## config.mk

```make
export PLATFORM = sky130hd
export DESIGN_NAME = intersection_scheduler
export DESIGN_NICKNAME = d
export VERILOG_FILES = /design/src/rtl/traffic_pkg.sv /design/src/rtl/rr_arbiter3.sv /design/src/rtl/intersection_scheduler.sv
export SDC_FILE = /design/constraint.sdc
export NUM_CORES = 1
export LEC_CHECK = 0
export CORE_ASPECT_RATIO = 0.6
export CORE_UTILIZATION = 45
export CTS_BUF_LIST = sky130_fd_sc_hd__clkbuf_2 sky130_fd_sc_hd__clkbuf_4 sky130_fd_sc_hd__clkbuf_8
export CTS_CLUSTER_SIZE = 25
export DETAILED_ROUTE_END_ITERATION = 12
export MAX_ROUTING_LAYER = met4
export PLACE_DENSITY = 0.68
export REMOVE_ABC_BUFFERS = 1
export SETUP_SLACK_MARGIN = 0.02
export SLEW_MARGIN = 20
export SYNTH_ARGS = -nofsm -noshare
export SYNTH_HDL_FRONTEND = slang
export SYNTH_SLANG_ARGS = --single-unit
```

## constraint.sdc

```tcl
create_clock -name clk -period 2.5 [get_ports clk]
set_clock_uncertainty 0.05 [all_clocks]
set_input_delay 0.625 -clock clk [delete_from_list [all_inputs] [get_ports clk]]
set_output_delay 0.625 -clock clk [all_outputs]
set_load 0.05 [all_outputs]
```

## src/rtl/traffic_pkg.sv

```systemverilog
// Shared types for the intersection scheduler: state encoding, requester IDs, lamp decode.
package traffic_pkg;

  localparam logic [2:0] ST_ALL_RED  = 3'd0;
  localparam logic [2:0] ST_NS_G     = 3'd1;
  localparam logic [2:0] ST_NS_Y     = 3'd2;
  localparam logic [2:0] ST_EW_G     = 3'd3;
  localparam logic [2:0] ST_EW_Y     = 3'd4;
  localparam logic [2:0] ST_PED_WALK = 3'd5;

  typedef enum logic [2:0] {
    S_ALL_RED  = ST_ALL_RED,
    S_NS_G     = ST_NS_G,
    S_NS_Y     = ST_NS_Y,
    S_EW_G     = ST_EW_G,
    S_EW_Y     = ST_EW_Y,
    S_PED_WALK = ST_PED_WALK
  } state_e;

  localparam logic [1:0] REQ_NS  = 2'd0;
  localparam logic [1:0] REQ_EW  = 2'd1;
  localparam logic [1:0] REQ_PED = 2'd2;

  typedef struct packed {
    logic ns_g;
    logic ns_y;
    logic ns_r;
    logic ew_g;
    logic ew_y;
    logic ew_r;
    logic walk;
  } lamps_t;

  function automatic lamps_t lamp_decode(input logic [2:0] st);
    lamps_t l;
    l      = '0;
    l.ns_r = 1'b1;
    l.ew_r = 1'b1;
    case (st)
      ST_NS_G:     begin l.ns_g = 1'b1; l.ns_r = 1'b0; end
      ST_NS_Y:     begin l.ns_y = 1'b1; l.ns_r = 1'b0; end
      ST_EW_G:     begin l.ew_g = 1'b1; l.ew_r = 1'b0; end
      ST_EW_Y:     begin l.ew_y = 1'b1; l.ew_r = 1'b0; end
      ST_PED_WALK: l.walk = 1'b1;
      default:     ;
    endcase
    return l;
  endfunction

endpackage

```

## src/rtl/rr_arbiter3.sv

```systemverilog
// Combinational 3-way round-robin arbiter; search starts just after the last served requester.
module rr_arbiter3
  import traffic_pkg::*;
(
  input  logic [2:0] req_i,
  input  logic [1:0] last_i,
  output logic [2:0] gnt_o,
  output logic       vld_o
);

  always_comb begin
    gnt_o = 3'b000;
    vld_o = |req_i;
    case (last_i)
      REQ_NS: begin
        if      (req_i[1]) gnt_o = 3'b010;
        else if (req_i[2]) gnt_o = 3'b100;
        else if (req_i[0]) gnt_o = 3'b001;
      end
      REQ_EW: begin
        if      (req_i[2]) gnt_o = 3'b100;
        else if (req_i[0]) gnt_o = 3'b001;
        else if (req_i[1]) gnt_o = 3'b010;
      end
      default: begin
        if      (req_i[0]) gnt_o = 3'b001;
        else if (req_i[1]) gnt_o = 3'b010;
        else if (req_i[2]) gnt_o = 3'b100;
      end
    endcase
  end

endmodule

```

## src/rtl/intersection_scheduler.sv

```systemverilog
// Demand-driven four-way intersection scheduler: NS / EW vehicles and a pedestrian walk,
// with min/max green, gap-out, yellow and all-red clearance. All durations count tick strobes.
module intersection_scheduler
  import traffic_pkg::*;
#(
  parameter int MIN_GREEN = 5,
  parameter int MAX_GREEN = 15,
  parameter int YELLOW    = 2,
  parameter int ALL_RED   = 1,
  parameter int WALK      = 4
) (
  input  logic clk,
  input  logic rst,
  input  logic tick,
  input  logic ns_req,
  input  logic ew_req,
  input  logic ped_req,
  output logic ns_g,
  output logic ns_y,
  output logic ns_r,
  output logic ew_g,
  output logic ew_y,
  output logic ew_r,
  output logic walk,
  output logic ped_ack
);

  localparam int M1   = (MIN_GREEN > MAX_GREEN) ? MIN_GREEN : MAX_GREEN;
  localparam int M2   = (M1 > YELLOW) ? M1 : YELLOW;
  localparam int M3   = (M2 > ALL_RED) ? M2 : ALL_RED;
  localparam int MAXP = (M3 > WALK) ? M3 : WALK;
  localparam int CW   = $clog2(MAXP + 1);

  localparam logic [CW-1:0] MIN_M1  = CW'(MIN_GREEN - 1);
  localparam logic [CW-1:0] MAX_M1  = CW'(MAX_GREEN - 1);
  localparam logic [CW-1:0] Y_M1    = CW'(YELLOW - 1);
  localparam logic [CW-1:0] AR_M1   = CW'(ALL_RED - 1);
  localparam logic [CW-1:0] WALK_M1 = CW'(WALK - 1);

  state_e        state_q, state_d;
  logic [CW-1:0] cnt_q, cnt_d;
  logic [1:0]    last_q, last_d;
  logic          ped_pend_q, ped_pend_d;
  lamps_t        lamps_q;
  logic          ped_ack_q;

  logic [2:0]    arb_gnt;
  logic          arb_vld;
  logic          green;
  logic          enter_walk;

  rr_arbiter3 u_arb (
    .req_i  ({ped_pend_q, ew_req, ns_req}),
    .last_i (last_q),
    .gnt_o  (arb_gnt),
    .vld_o  (arb_vld)
  );

  always_comb begin
    state_d = state_q;
    last_d  = last_q;
    case (state_q)
      S_ALL_RED: begin
        if (tick && cnt_q == AR_M1) begin
          if (arb_vld && arb_gnt[1]) begin
            state_d = S_EW_G;
            last_d  = REQ_EW;
          end else if (arb_vld && arb_gnt[2]) begin
            state_d = S_PED_WALK;
            last_d  = REQ_PED;
          end else begin
            // NS grant and the idle "home" case both land in NS_G
            state_d = S_NS_G;
            last_d  = REQ_NS;
          end
        end
      end
      S_NS_G: begin
        if (tick && (ew_req || ped_pend_q) &&
            ((cnt_q >= MIN_M1 && !ns_req) || cnt_q == MAX_M1))
          state_d = S_NS_Y;
      end
      S_EW_G: begin
        if (tick && (ns_req || ped_pend_q) &&
            ((cnt_q >= MIN_M1 && !ew_req) || cnt_q == MAX_M1))
          state_d = S_EW_Y;
      end
      S_NS_Y, S_EW_Y: begin
        if (tick && cnt_q == Y_M1) state_d = S_ALL_RED;
      end
      S_PED_WALK: begin
        if (tick && cnt_q == WALK_M1) state_d = S_ALL_RED;
      end
      default: state_d = S_ALL_RED;
    endcase

    green      = (state_q == S_NS_G) || (state_q == S_EW_G);
    enter_walk = (state_d == S_PED_WALK) && (state_q != S_PED_WALK);
    ped_pend_d = enter_walk ? 1'b0 : (ped_pend_q | ped_req);

    // Resting green holds cnt at MAX_GREEN-1 so a later competitor maxes out at once
    if (state_d != state_q)                    cnt_d = '0;
    else if (tick && !(green && cnt_q == MAX_M1)) cnt_d = cnt_q + 1'b1;
    else                                       cnt_d = cnt_q;
  end

  always_ff @(posedge clk) begin
    if (rst) begin
      state_q    <= S_ALL_RED;
      cnt_q      <= '0;
      last_q     <= REQ_EW;
      ped_pend_q <= 1'b0;
      lamps_q    <= lamp_decode(ST_ALL_RED);
      ped_ack_q  <= 1'b0;
    end else begin
      state_q    <= state_d;
      cnt_q      <= cnt_d;
      last_q     <= last_d;
      ped_pend_q <= ped_pend_d;
      lamps_q    <= lamp_decode(state_d);
      ped_ack_q  <= enter_walk;
    end
  end

  assign ns_g    = lamps_q.ns_g;
  assign ns_y    = lamps_q.ns_y;
  assign ns_r    = lamps_q.ns_r;
  assign ew_g    = lamps_q.ew_g;
  assign ew_y    = lamps_q.ew_y;
  assign ew_r    = lamps_q.ew_r;
  assign walk    = lamps_q.walk;
  assign ped_ack = ped_ack_q;

endmodule

```

# Yosys cells after proc, flatten, opt, wreduce, memory -nomap -nowiden
# Index checks and enable logic that the tools add are counted.
[word_totals]
elab_cells = 90
reg_bits = 18
out_inout_bits = 8
inputBits = 6
[classes]
muxes = 27
add_sub_neg = 1
n_bitwise = 1
n_lt_le_gt_ge = 1
n_eq_ne = 16
reduce_logical = 32
[op_table]
columns = ["op", "n"]
rows = [
  ["3-bit 2-to-1 mux", 14],
  ["3-bit case mux with 5 select lines", 1],
  ["1-bit logical AND", 14],
  ["3-bit by 2-bit equality test with 1-bit output (second input constant)", 4],
  ["3-bit equality test (second input constant)", 4],
  ["2-bit OR reduction", 5],
  ["1-bit 2-to-1 mux", 8],
  ["3-bit by 1-bit equality test with 1-bit output (second input constant)", 2],
  ["2-bit 2-to-1 mux", 3],
  ["3-bit case mux with 2 select lines", 1],
  ["1-bit logical OR", 5],
  ["4-bit by 1-bit adder with 4-bit output (second input constant)", 1],
  ["4-bit by 1-bit equality test with 1-bit output (second input constant)", 1],
  ["4-bit by 2-bit equality test with 1-bit output (second input constant)", 1],
  ["4-bit equality test (second input constant)", 1],
  ["4-bit by 3-bit greater-or-equal comparator with 1-bit output (second input constant)", 1],
  ["4-bit logical NOT", 1],
  ["1-bit logical NOT", 3],
  ["3-bit logical NOT", 1],
  ["3-bit != test", 1],
  ["3-bit != test (second input constant)", 1],
  ["3-bit OR reduction", 1],
  ["2-bit by 1-bit equality test with 1-bit output (second input constant)", 1],
  ["2-bit logical NOT", 1],
  ["2 further kinds", 2],
]

# Logic depth before layout (Yosys ltp)
[logic_depth]
ltp_word = 12
ltp_mapped = 8
depth_no_buf = 8

# By module
# Synthesis repeated with hierarchy kept, for this count alone.
[hier_totals]
cells_unflattened = 117
area_unflattened_um2 = 1089.8
[modules_own_cells]
columns = ["mod", "area_per_inst_um2", "instances", "seq_area_each_um2", "cells_each"]
rows = [
  ["intersection_scheduler", 1032.2, 1, 360.3, 109],
  ["rr_arbiter3", 57.6, 1, 0.0, 8],
]

# Worst setup path after synthesis
# OpenSTA, ideal clock, no wires.
[synth_path]
path_type = "input -> register"
startpoint = "in ew_req"
endpoint = "reg lamps_q, in the netlist ew_r"
setup_time_ps = 121
stages = 5
slack_ps = 580
arrival_time_ps = 1749
required_time_ps = 2329
n_path_buf = 0
cell_sequence = "o21bai_1 -> a21oi_2 -> nor2_1 -> nor3_2 -> mux2_2"
[synth_between]
elab_chain_cells = 11
word_cells_on_any_way = 27
cone_classes = "eq/ne (2); mux (14); reduce/logical (11)"
[synth_lines]
columns = ["element", "line_no", "text"]
rows = [
  ["start: declaration", "intersection_scheduler.sv:16", "input logic ew_req,"],
  ["2-bit 2-to-1 mux or 3-bit 2-to-1 mux (tied branches)", "rr_arbiter3.sv:23, rr_arbiter3.sv:27", ""],
  ["3-bit 2-to-1 mux, on equally long branches", "rr_arbiter3.sv:22, rr_arbiter3.sv:26", ""],
  ["3-bit 2-to-1 mux or 3-bit case mux with 2 select lines (tied branches)", "rr_arbiter3.sv:21, rr_arbiter3.sv:14", ""],
  ["3-bit case mux with 2 select lines or 1-bit logical AND (tied branches)", "rr_arbiter3.sv:14, intersection_scheduler.sv:68", ""],
  ["1-bit logical AND or 3-bit 2-to-1 mux (tied branches)", "intersection_scheduler.sv:65, intersection_scheduler.sv:68", ""],
  ["3-bit 2-to-1 mux", "intersection_scheduler.sv:65", "if (arb_vld && arb_gnt[1]) begin"],
  ["3-bit 2-to-1 mux", "intersection_scheduler.sv:64", "if (tick && cnt_q == AR_M1) begin"],
  ["3-bit case mux with 5 select lines *", "intersection_scheduler.sv:62", "case (state_q)"],
  ["3-bit equality test or 3-bit by 2-bit equality test with 1-bit output (tied branches)", "traffic_pkg.sv:39", "case (st)"],
  ["2-bit OR reduction (no line) *", "n/a", ""],
  ["1-bit 2-to-1 mux *", "traffic_pkg.sv:39", ""],
  ["end signal: assignment", "intersection_scheduler.sv:113", "lamps_q <= lamp_decode(ST_ALL_RED);"],
  ["end signal: assignment", "intersection_scheduler.sv:120", "lamps_q <= lamp_decode(state_d);"],
  ["end: declaration", "intersection_scheduler.sv:44", "lamps_t lamps_q;"],
]
# Mark *: on every way between the ends. The rest lies on a longest branch, timed or not.
# A chain may end at the register's enable or synchronous reset.

# Worst setup path in the final report
[layout_path]
startpoint = "in tick"
endpoint = "reg cnt_q[2]"
[layout_between]
elab_chain_cells = 6
word_cells_on_any_way = 16
cone_classes = "eq/ne (1); mux (6); reduce/logical (9)"
[layout_lines]
columns = ["element", "line_no", "text"]
rows = [
  ["start: declaration", "intersection_scheduler.sv:14", "input logic tick,"],
  ["1-bit logical AND, on equally long branches (2 in series)", "intersection_scheduler.sv:84, intersection_scheduler.sv:79", ""],
  ["3-bit 2-to-1 mux, on equally long branches", "intersection_scheduler.sv:84, intersection_scheduler.sv:79", ""],
  ["3-bit case mux with 5 select lines", "intersection_scheduler.sv:62", ""],
  ["3-bit != test", "intersection_scheduler.sv:102", "if (state_d != state_q) cnt_d = '0;"],
  ["2-bit OR reduction (no line)", "n/a", ""],
  ["end signal: assignment", "intersection_scheduler.sv:117", "cnt_q <= cnt_d;"],
  ["end: declaration", "intersection_scheduler.sv:41", "logic [CW-1:0] cnt_q, cnt_d;"],
]
# Several ways; a longest one is shown, not always the timed one.

==> impl_metrics.toml <==
[logic_synthesis]
synth-simple-area-share_pct = 24.05
synth_top_area_share_pct = 36.64
yosys_most_used_dff = "dfxtp_1"
yosys-top-cells-area = "dfxtp_1, ha_1, nor2b_1"
synth_common_cells = "dfxtp_1, nor2_1, a21oi_1, inv_1, nor2b_1"
syn_area_per_cell_um2 = 9.456
syn-cell-area_um2 = 983.4
synth_compound_area_share_pct = 24.81
async_reset_ff_share_pct = 0
synth_cells = 104
ys_types = 43
synth_edf_count = 0
synth-xor-area-share_pct = 1.781
ys_seq_area_share_pct = 36.64
yosys.area_share.adder_pct = 5.089
yosysWarnings = 0
synth_top_area_cell = "dfxtp_1"
yosysMostFrequentCell = "dfxtp_1"
synth_seq_cells = 18
synth_top_family_by_area = "compound AO/OA/AOI/OAI gates"
synth_mux_area_share_pct = 3.308

[clocking]
htree_levels = 1
clock_latency_ns = 0.31
hold_buffers = 0
cts.clk_slew.worst_paths_ns = 0.10
cts_sinks = 18
clock_path_buffers = 2
root_buffer = "clkbuf_4"
cts_tree = "yes"
post_cts_buffers = 0
cts_buffers = 3

[drt]
drt_first_pass_iters = 4
via_per_inst = 5.604
wire_per_inst_um = 15.78
initialDrtViolationCount = 61
drc = 0
ant_nets = 0
wirelength_um = 2509
vias = 891

[grt]
antenna_found_initial = 0
grt_max_degree = 11
gr-total-overflow = 0
grt_pass1_vias = 844
grt_pass1_wl_um = 4043
track_usage_pct = 24.17

[setup_path]
cp_max_fo = 7
required_ns = 2.62
end_kind = "register"
critical_path_class = "input port to register"
cp-start-kind = "input port"
crit_arrival_ns = 2.58

[power]
powerDensity_mw_per_mm2 = 718.2
peakVddDrop_v = 0.0004123
cellLeakagePower_nw = 0.5026
totalPowerFinal_uw = 916.6

[die]
core_area_mm2 = 0.001952
dieArea_mm2 = 0.002382
rows = 12
die_y_um = 38.21
start_util_pct = 50.38
fp.dieW_um = 62.35
num_io_pins = 14

[finish]
nets = 142
largest_register_ffs = 4
drive_gt1_share_pct = 23.66
fin_util_pct = 65.38
regMostFlops = "cnt_q"
design_area_mm2 = 0.001276
largestRegisters = "cnt_q (4), state_q (3), last_q (2)"
antenna_cells = 0
fin_cells = 159
syn2layout_area_growth_pct = 29.77

[timing]
rsz0062_at_grt = "no"
hold_viol = 0
holdWs_ns = 0.4595
worstMarginPinSlew_ns = 0.5304
tns_ns = 0
max_freq_mhz = 406.1
relSlewSlack_pct = 64.37
drv_slew = 0
setup_viol = 0
setup_slack_ns = 0.03760
post-route-period-util_pct = 98.50
finalCriticalPeriod_ns = 2.462

[placed_design]
place.gp.congestion = 0.9672
dpl_worst_slack_ns = -0.2471
dpl-instance-area_mm2 = 0.001234
placed_cells = 155
dpl.hpwl_um = 1953
io_buffers = 13

[hold_path]
hold_class = "register to register"

[status]
status = "complete, no violations"

[run]
drv_cap = 0
-- timing repair --
action	CTS	global route
setup endpoints to repair	0	2
gates resized for setup	0	1
hold endpoints to repair	0	0
-- worst max-delay path, stage by stage --
cell and delay (ns):
clkdlybuf4s50_1 0.61, nor3b_4 0.34, nand4_4 0.15, o32ai_4 0.34, nor3_1 0.15, nor4_1 0.36
-- layer usage --
layer	share of wire (%)	GRT usage, %	vias to the layer above
li1	-	-	434
met1	49	30.13	428
met2	44	39.01	27
met3	7.1	8.036	2
met4	0.28	5.233	0
met5	0	-	-
-- layout by cell type (no fill, tap or decap), drive strengths merged, types with 3 or more instances in the layout --
| cell type | Yosys | final |
|---|---|---|
| inv | 6 | 6 |
| o21ai | 5 | 5 |
| nand2 | 4 | 4 |
| nand3 | 3 | 3 |
| clkdlybuf4s50 | 0 | 13 |
| ha | 4 | 4 |
| clkbuf | 0 | 4 |
| a21oi | 7 | 7 |
| buf | 4 | 14 |
| nor2 | 8 | 8 |
| nor2b | 5 | 5 |
| dfxtp | 18 | 18 |
| nor4 | 5 | 5 |
| nor3 | 3 | 3 |
-- path summary, 6_finish.rpt --
path                          startpoint  cells after the start  slack (ns)                     end
setup / recovery                    tick                      6        0.04   cnt_q[2]$_SDFFE_PP0P_
hold / removal    last_q[1]$_SDFFE_PP0P_                      2        0.46  last_q[1]$_SDFFE_PP0P_
setup reg to reg   cnt_q[0]$_SDFFE_PP0P_                      7        0.20   cnt_q[2]$_SDFFE_PP0P_
hold reg to reg   last_q[1]$_SDFFE_PP0P_                      2        0.46  last_q[1]$_SDFFE_PP0P_
-- power breakdown --
group,internal [mW],switching [mW],total (mW)
Sequential,0.323,0.0356,0.359
Combinational,0.161,0.210,0.371
Clock,0.0890,0.0971,0.186
-- final cells by class --
type	count	area, um^2
inverters	6	22.52
clock buffers	4	36.28
well taps	28	35.03
fillers	172	675.6
flip-flops and latches	18	360.3
repair buffers	27	235.2
multi-input cells	76	586.8
-- cells by family (layout without fill, tap and decap cells) --
| family | Yosys count | count (layout) |
|---|---|---|
| buffers and inverters | 10 | 37 |
| xor gates and xnor gates | 2 | 2 |
| AOI/OAI and AO/OA | 31 | 31 |
| and+or+nand+nor | 36 | 36 |
| muxes | 3 | 3 |
| DFF | 18 | 18 |
| adders and majority gates | 4 | 4 |
Power figures use the tool's default switching activity.
